===== src/rtl/fp_pkg.sv =====
// Shared types and helpers for the multi-cycle floating-point multiplier.
package fp_pkg;

    typedef enum logic [2:0] {
        IDLE,
        UNPACK,
        MUL,
        NORM,
        ROUND,
        DONE
    } state_t;

    localparam int FLG_N = 3;
    localparam int FLG_Z = 2;
    localparam int FLG_C = 1;
    localparam int FLG_V = 0;

    function automatic int fp_bias(input int exp_w);
        return (1 << (exp_w - 1)) - 1;
    endfunction

    // Canonical quiet NaN: positive, all-ones exponent, only the mantissa MSB set.
    function automatic logic [63:0] fp_qnan(input int exp_w, input int man_w);
        return ((64'd1 << (exp_w + 1)) - 64'd1) << (man_w - 1);
    endfunction

endpackage


===== src/rtl/fp_classify_p.sv =====
// Combinational classification of one operand's exponent/mantissa fields.
module fp_classify_p #(
    parameter int EXP_W = 5,
    parameter int MAN_W = 10
) (
    input  logic [EXP_W+MAN_W-1:0] mag,
    output logic                   snan,
    output logic                   qnan,
    output logic                   inf,
    output logic                   zero,
    output logic                   subnormal,
    output logic                   normal
);

    logic [EXP_W-1:0] expo;
    logic [MAN_W-1:0] frac;
    logic             exp_ones;
    logic             exp_zero;
    logic             frac_zero;

    assign expo      = mag[EXP_W+MAN_W-1:MAN_W];
    assign frac      = mag[MAN_W-1:0];
    assign exp_ones  = &expo;
    assign exp_zero  = ~|expo;
    assign frac_zero = ~|frac;

    assign snan      = exp_ones & ~frac_zero & ~frac[MAN_W-1];
    assign qnan      = exp_ones & frac[MAN_W-1];
    assign inf       = exp_ones & frac_zero;
    assign zero      = exp_zero & frac_zero;
    assign subnormal = exp_zero & ~frac_zero;
    assign normal    = ~exp_ones & ~exp_zero;

endmodule


===== src/rtl/fp_mul_multicycle.sv =====
// Multi-cycle floating-point multiplier: shift-add mantissa product, RNE rounding,
// DAZ/FTZ, start/busy/done handshake.
//
//  state  | meaning
//  IDLE   | waiting for start; operands latched on acceptance
//  UNPACK | classify operands, resolve specials, seed datapath
//  MUL    | one multiplier bit per cycle, LSB first
//  NORM   | align product so the leading 1 sits below the MSB
//  ROUND  | round to nearest even, overflow/underflow, pack
//  DONE   | result valid, done pulse
module fp_mul_multicycle
    import fp_pkg::*;
#(
    parameter int EXP_W = 5,
    parameter int MAN_W = 10
) (
    input  logic                 clk,
    input  logic                 reset,
    input  logic                 start,
    input  logic [EXP_W+MAN_W:0] a,
    input  logic [EXP_W+MAN_W:0] b,
    output logic                 busy,
    output logic                 done,
    output logic [EXP_W+MAN_W:0] result,
    output logic [3:0]           flags
);

    localparam int W  = 1 + EXP_W + MAN_W;
    localparam int M  = MAN_W + 1;
    localparam int PW = 2 * M;
    localparam int EW = EXP_W + 2;
    localparam int CW = $clog2(M + 1);

    localparam logic [63:0]          QNAN_FULL = fp_qnan(EXP_W, MAN_W);
    localparam logic [W-1:0]         QNAN      = QNAN_FULL[W-1:0];
    localparam logic signed [EW-1:0] E_BIAS    = EW'(fp_bias(EXP_W));
    localparam logic signed [EW-1:0] E_MAX     = EW'((1 << EXP_W) - 1);
    localparam logic signed [EW-1:0] E_ONE     = EW'(1);
    localparam logic signed [EW-1:0] E_ZERO    = '0;
    localparam logic [CW-1:0]        CNT_INIT  = CW'(M);
    localparam logic [CW-1:0]        CNT_LAST  = CW'(1);

    state_t state, state_nxt;

    logic [W-1:0]         op_a, op_b;
    logic                 sign;
    logic signed [EW-1:0] e;
    logic [PW-1:0]        mcand;
    logic [M-1:0]         mplier;
    logic [PW-1:0]        prod;
    logic                 sticky_lo;
    logic [CW-1:0]        cnt;

    logic snan_a, qnan_a, inf_a, zero_a, sub_a, norm_a;
    logic snan_b, qnan_b, inf_b, zero_b, sub_b, norm_b;

    fp_classify_p #(.EXP_W(EXP_W), .MAN_W(MAN_W)) u_cls_a (
        .mag      (op_a[W-2:0]),
        .snan     (snan_a),
        .qnan     (qnan_a),
        .inf      (inf_a),
        .zero     (zero_a),
        .subnormal(sub_a),
        .normal   (norm_a)
    );

    fp_classify_p #(.EXP_W(EXP_W), .MAN_W(MAN_W)) u_cls_b (
        .mag      (op_b[W-2:0]),
        .snan     (snan_b),
        .qnan     (qnan_b),
        .inf      (inf_b),
        .zero     (zero_b),
        .subnormal(sub_b),
        .normal   (norm_b)
    );

    logic         sign_ab;
    logic         flush_a, flush_b;
    logic         spec_hit;
    logic         spec_nan;
    logic [W-1:0] spec_res;
    logic [3:0]   spec_flags;

    assign sign_ab = op_a[W-1] ^ op_b[W-1];
    assign flush_a = zero_a | sub_a;
    assign flush_b = zero_b | sub_b;
    assign spec_hit = ~(norm_a & norm_b);

    always_comb begin
        spec_nan = 1'b0;
        spec_res = '0;
        if (snan_a) begin
            spec_nan = 1'b1;
            spec_res = op_a;
            spec_res[MAN_W-1] = 1'b1;
        end else if (snan_b) begin
            spec_nan = 1'b1;
            spec_res = op_b;
            spec_res[MAN_W-1] = 1'b1;
        end else if (qnan_a) begin
            spec_nan = 1'b1;
            spec_res = op_a;
        end else if (qnan_b) begin
            spec_nan = 1'b1;
            spec_res = op_b;
        end else if ((inf_a & flush_b) | (inf_b & flush_a)) begin
            spec_nan = 1'b1;
            spec_res = QNAN;
        end else if (inf_a | inf_b) begin
            spec_res = {sign_ab, {EXP_W{1'b1}}, {MAN_W{1'b0}}};
        end else begin
            spec_res = {sign_ab, {(W-1){1'b0}}};
        end
    end

    always_comb begin
        spec_flags = '0;
        if (!spec_nan) begin
            spec_flags[FLG_N] = spec_res[W-1];
            spec_flags[FLG_Z] = ~|spec_res[W-2:0];
        end
    end

    logic [M-1:0]         man_n;
    logic                 guard;
    logic                 sticky;
    logic                 inc;
    logic [M:0]           sum;
    logic [MAN_W-1:0]     frac;
    logic signed [EW-1:0] e_r;
    logic [W-1:0]         rnd_res;
    logic [3:0]           rnd_flags;

    // Leading 1 of the normalised product sits at bit 2*MAN_W.
    always_comb begin
        man_n  = prod[2*MAN_W:MAN_W];
        guard  = prod[MAN_W-1];
        sticky = (|prod[MAN_W-2:0]) | sticky_lo;
        inc    = guard & (sticky | man_n[0]);
        sum    = {1'b0, man_n} + {{M{1'b0}}, inc};
        frac   = sum[M] ? sum[MAN_W:1] : sum[MAN_W-1:0];
        e_r    = sum[M] ? e + E_ONE : e;

        rnd_res          = '0;
        rnd_flags        = '0;
        rnd_flags[FLG_N] = sign;
        if (e_r >= E_MAX) begin
            rnd_res          = {sign, {EXP_W{1'b1}}, {MAN_W{1'b0}}};
            rnd_flags[FLG_C] = 1'b1;
            rnd_flags[FLG_V] = 1'b1;
        end else if (e_r <= E_ZERO) begin
            rnd_res          = {sign, {(W-1){1'b0}}};
            rnd_flags[FLG_Z] = 1'b1;
            rnd_flags[FLG_C] = 1'b1;
        end else begin
            rnd_res          = {sign, e_r[EXP_W-1:0], frac};
            rnd_flags[FLG_C] = guard | sticky;
        end
    end

    always_ff @(posedge clk or negedge reset) begin
        if (!reset) state <= IDLE;
        else        state <= state_nxt;
    end

    always_comb begin
        state_nxt = state;
        unique case (state)
            IDLE:    if (start) state_nxt = UNPACK;
            UNPACK:  state_nxt = spec_hit ? DONE : MUL;
            MUL:     if (cnt == CNT_LAST) state_nxt = NORM;
            NORM:    state_nxt = ROUND;
            ROUND:   state_nxt = DONE;
            DONE:    state_nxt = IDLE;
            default: state_nxt = IDLE;
        endcase
    end

    always_comb begin
        busy = (state != IDLE);
        done = (state == DONE);
    end

    always_ff @(posedge clk or negedge reset) begin
        if (!reset) begin
            op_a      <= '0;
            op_b      <= '0;
            sign      <= 1'b0;
            e         <= '0;
            mcand     <= '0;
            mplier    <= '0;
            prod      <= '0;
            sticky_lo <= 1'b0;
            cnt       <= '0;
            result    <= '0;
            flags     <= '0;
        end else begin
            unique case (state)
                IDLE: begin
                    if (start) begin
                        op_a <= a;
                        op_b <= b;
                    end
                end
                UNPACK: begin
                    sign      <= sign_ab;
                    e         <= $signed({2'b00, op_a[W-2:MAN_W]})
                               + $signed({2'b00, op_b[W-2:MAN_W]}) - E_BIAS;
                    mcand     <= PW'({1'b1, op_a[MAN_W-1:0]});
                    mplier    <= {1'b1, op_b[MAN_W-1:0]};
                    prod      <= '0;
                    sticky_lo <= 1'b0;
                    cnt       <= CNT_INIT;
                    if (spec_hit) begin
                        result <= spec_res;
                        flags  <= spec_flags;
                    end
                end
                MUL: begin
                    if (mplier[0]) prod <= prod + mcand;
                    mcand  <= mcand << 1;
                    mplier <= mplier >> 1;
                    cnt    <= cnt - CNT_LAST;
                end
                NORM: begin
                    if (prod[PW-1]) begin
                        prod      <= prod >> 1;
                        sticky_lo <= prod[0];
                        e         <= e + E_ONE;
                    end
                end
                ROUND: begin
                    result <= rnd_res;
                    flags  <= rnd_flags;
                end
                default: ;
            endcase
        end
    end

endmodule


===== config.mk =====
export PLATFORM = sky130hd
export DESIGN_NAME = fp_mul_multicycle
export DESIGN_NICKNAME = d
export VERILOG_FILES = /design/src/rtl/fp_pkg.sv /design/src/rtl/fp_classify_p.sv /design/src/rtl/fp_mul_multicycle.sv
export SDC_FILE = /design/constraint.sdc
export NUM_CORES = 1
export LEC_CHECK = 0
export CAP_MARGIN = 10
export CORE_MARGIN = 2
export CORE_UTILIZATION = 32
export CTS_BUF_LIST = sky130_fd_sc_hd__clkbuf_16
export DETAILED_ROUTE_END_ITERATION = 6
export GPL_TIMING_DRIVEN = 0
export HOLD_SLACK_MARGIN = 0.03
export PLACE_DENSITY = 0.57
export REMOVE_ABC_BUFFERS = 1
export SYNTH_ARGS = -nofsm -noshare
export SYNTH_HDL_FRONTEND = slang
export SYNTH_SLANG_ARGS = --single-unit

===== constraint.sdc =====
create_clock -name clk -period 4.4 [get_ports clk]
set_input_delay 1.32 -clock clk [delete_from_list [all_inputs] [get_ports clk]]
set_output_delay 1.32 -clock clk [all_outputs]
set_load 0.02 [all_outputs]

==> impl_metrics.toml <==
[detailed_routing]
first_pass_iters = 5
viasPerCell = 5.40
ant_nets = 0
num_vias = 6043
drtIter0Drc = 503
drt-wirelength-per-cell_um = 17.1
route.detailed.drc = 0
wl_um = 19100

[placed_design]
dp_cells = 1086
dp_hpwl_um = 13500
place.gp.congestion = 0.811
port_buffers = 56
place_ws_ns = 0.0877

[sta]
drv_slew = 0
setup-violations-final = 0
max_freq_mhz = 265
rsz0062_at_grt = "no"
fin_ws_ns = 0.632
skew_ns = 0.0108
relSlewSlack = 0.155
hold_slack_ns = 0.471
finalHoldViolCount = 0
min_period_over_period = 0.856
tightest_slew_ns = 1.27
fin_crit_ns = 3.77

[critical_path]
cpPeakStageDelay_ns = 0.73
startpoint = "state[0]"
start_kind = "flop"
reg2reg_depth = 8
cpMostUsedCell = "nand2_1"
regToRegEndpoint = "result[4]"
cp_data_required_time_ns = 4.75
cp_num_buf_inv = 0
r2r-start = "state[0]"
crit_path_max_fanout = 27
crit_chain = "nor2b_1 -> nand2_1 -> nor2_4 -> nand2_1 -> nand2_1 -> nand3_1 -> nor2_1 -> a221o_1"
crit_path_top_delay_cell = "dfrtp_1"
r2r_slack_ns = 0.63
arrival_ns = 4.11
crit_family = "simple AND/OR/NAND/NOR gates"
crit_type = "flop to flop"
cp-end-kind = "flop"

[die]
die_h_um = 154
dieWidth_um = 154
rows = 54
dieArea_um2 = 23800
start_util = 0.329
fp.coreArea_um2 = 22000
num_io_pins = 57

[global_routing]
grt.total_usage = 0.168
grt_pass1_wl_um = 31700
grt_max_degree = 87
grt-ovfl-total = 0
grt_antenna_before_repair = 0
grt_pass1_vias = 5786

[clocking]
clk_pin_slew_ns = 0.06
cts_setup_buffers = 0
clock_latency_ns = 0.42
cts-htree-levels = 4
numClockSinks = 123
cts-root-buf = "clkbuf_16"
tritoncts = "done"
clock_path_buffers = 2
cts_buffers = 17

[finish]
finalNonFillerCells = 1119
n_antenna_cell = 0
area_growth_pct = 20.8
drive_gt1_frac = 0.110
nets = 897

[power]
vdd_drop_max_uv = 289
leakage_uw = 0.00380
powerDensity_nw_per_um2 = 844

[synthesis]
synth-async-reset-ratio = 1.00
synth_area_per_cell_um2 = 9.22
synthFlopType = "dfrtp_1"
synthesis.area_um2 = 7220
ys_warn_count = 0
synth_edf_count = 0
ys_seq_area_frac = 0.427
syn_inst = 783
ys_ff_latch = 123
synth_cell_types = 67

[worst_hold_path]
hold_depth = 1
min_from = "cnt[3]"
hold_path_class = "flop to flop"
holdPathEnd = "cnt[3]"

[outcome]
status = "finished, final reports clean"

[flow_run]
drv_cap = 0
==> through the flow <==
| step | power, µW | TNS, ns | util | instance area, µm² |
|---|---|---|---|---|
| floorplan | 4770 | 0 | - | 7060 |
| global placement | 5830 | -400.45 | 0.363 | 7980 |
| detailed placement | 5920 | 0 | 0.369 | 8100 |
| CTS | 7390 | 0 | 0.395 | 8680 |
| global route | 7990 | 0 | 0.397 | 8720 |
| finish | 7360 | 0 | 0.397 | 8720 |
==> how the worst max path moves through the flow <==
stage	endpoint	slack, ns	depth (start not counted)
after floorplan	op_a[0]	1.10	3
after global placement	op_b[3]	-3.21	1
after detailed placement	result[3]	0.09	6
after CTS	result[3]	0.05	6
after global routing	result[4]	0.36	8
final	result[4]	0.63	8
==> Yosys cell counts, types with 7 or more instances <==
cell type | instances | area (µm²)
and3_1 | 9 | 56.3
inv_1 | 16 | 60.1
a22oi_1 | 33 | 248
or3_1 | 7 | 43.8
buf_2 | 7 | 35.0
a31oi_1 | 8 | 50.1
a21o_1 | 7 | 52.6
mux2_2 | 28 | 315
nor2_1 | 71 | 267
clkbuf_1 | 28 | 105
nand2_1 | 111 | 417
nor3_1 | 18 | 90.1
ha_1 | 34 | 425
xor2_1 | 11 | 96.3
dfrtp_1 | 123 | 3080
nor4_1 | 9 | 56.3
xnor2_1 | 23 | 201
o21ai_0 | 28 | 140
a211o_1 | 7 | 61.3
nand3_1 | 32 | 160
a21oi_1 | 62 | 310
mux2i_1 | 12 | 120
==> registers in the layout, indices dropped and copies added, names as in the netlist, 4 cells and up <==
signal,flops
op_b,16
mcand,22
result,16
e,7
prod,22
op_a,16
mplier,11
flags,4
cnt,4
==> routing by layer <==
metal	GRT usage	wire (µm)	vias to the layer above
met5	0	0	-
met4	0.0369	179	0
met3	0.0389	901	10
met2	0.255	8570	153
met1	0.243	9450	2951
li1	-	-	2929
==> where the power goes <==
group	leakage, µW	switching [µW]	internal, µW
Sequential	0.00151	701	1670
Combinational	0.00201	1920	1640
Clock	0.000284	578	845
==> cells in the final DEF, fill, tap and decap left out, drive strengths merged, types with 4 or more instances in the layout <==
cell and n:
dfrtp 123, nor4 9, xnor2 23, a211o 7, nand4 5, inv 24
a21o 7, a211oi 4, nor2b 5, and4 4, a31oi 8, o21ai 31
and3 9, a2bb2oi 4, and2 4, xor2 11, clkdlybuf4s50 55, nand2b 5
a221o 4, o22ai 4, or3 8, buf 7, o211ai 4, a21oi 63
nor3 18, a22oi 33, mux2i 12, nor3b 4, nand3 34, mux2 28
nor2 73, o22a 5, clkbuf 17, nand2 112, ha 34
==> cells by family (layout without fill, tap and decap cells) <==
| group | count (synthesis) | after routing | synth area share |
|---|---|---|---|
| and+or+nand+nor | 302 | 302 | 0.201 |
| AOI/OAI and AO/OA | 193 | 193 | 0.177 |
| DFF | 123 | 123 | 0.427 |
| buffers and inverters | 55 | 111 | 0.0298 |
| muxes | 40 | 40 | 0.0603 |
| adders and majority gates | 36 | 36 | 0.0645 |
| xor gates and xnor gates | 34 | 34 | 0.0413 |
==> what timing repair did <==
| action | CTS | global route |
|---|---|---|
| endpoints found under the setup margin | 0 | 4 |
| resized for setup | 0 | 1 |
| hold buffers | 0 | 0 |
==> worst register-to-register path, stage by stage, from the launching register on <==
cell     delay (ns)
dfrtp_1        0.73
nor2b_1        0.33
nand2_1        0.48
nor2_4         0.71
nand2_1        0.31
nand2_1        0.42
nand3_1        0.30
nor2_1         0.26
a221o_1        0.15
==> cell type report <==
class	instances	area [µm²]
fill	2177	13200
multi-input combinational	605	3950
clock inverter	15	164
clock buffer	17	425
tap	280	350
timing repair buffer	62	688
inverter	17	63.8
sequential	123	3080
Note: power is estimated with default switching activity, not from simulation.
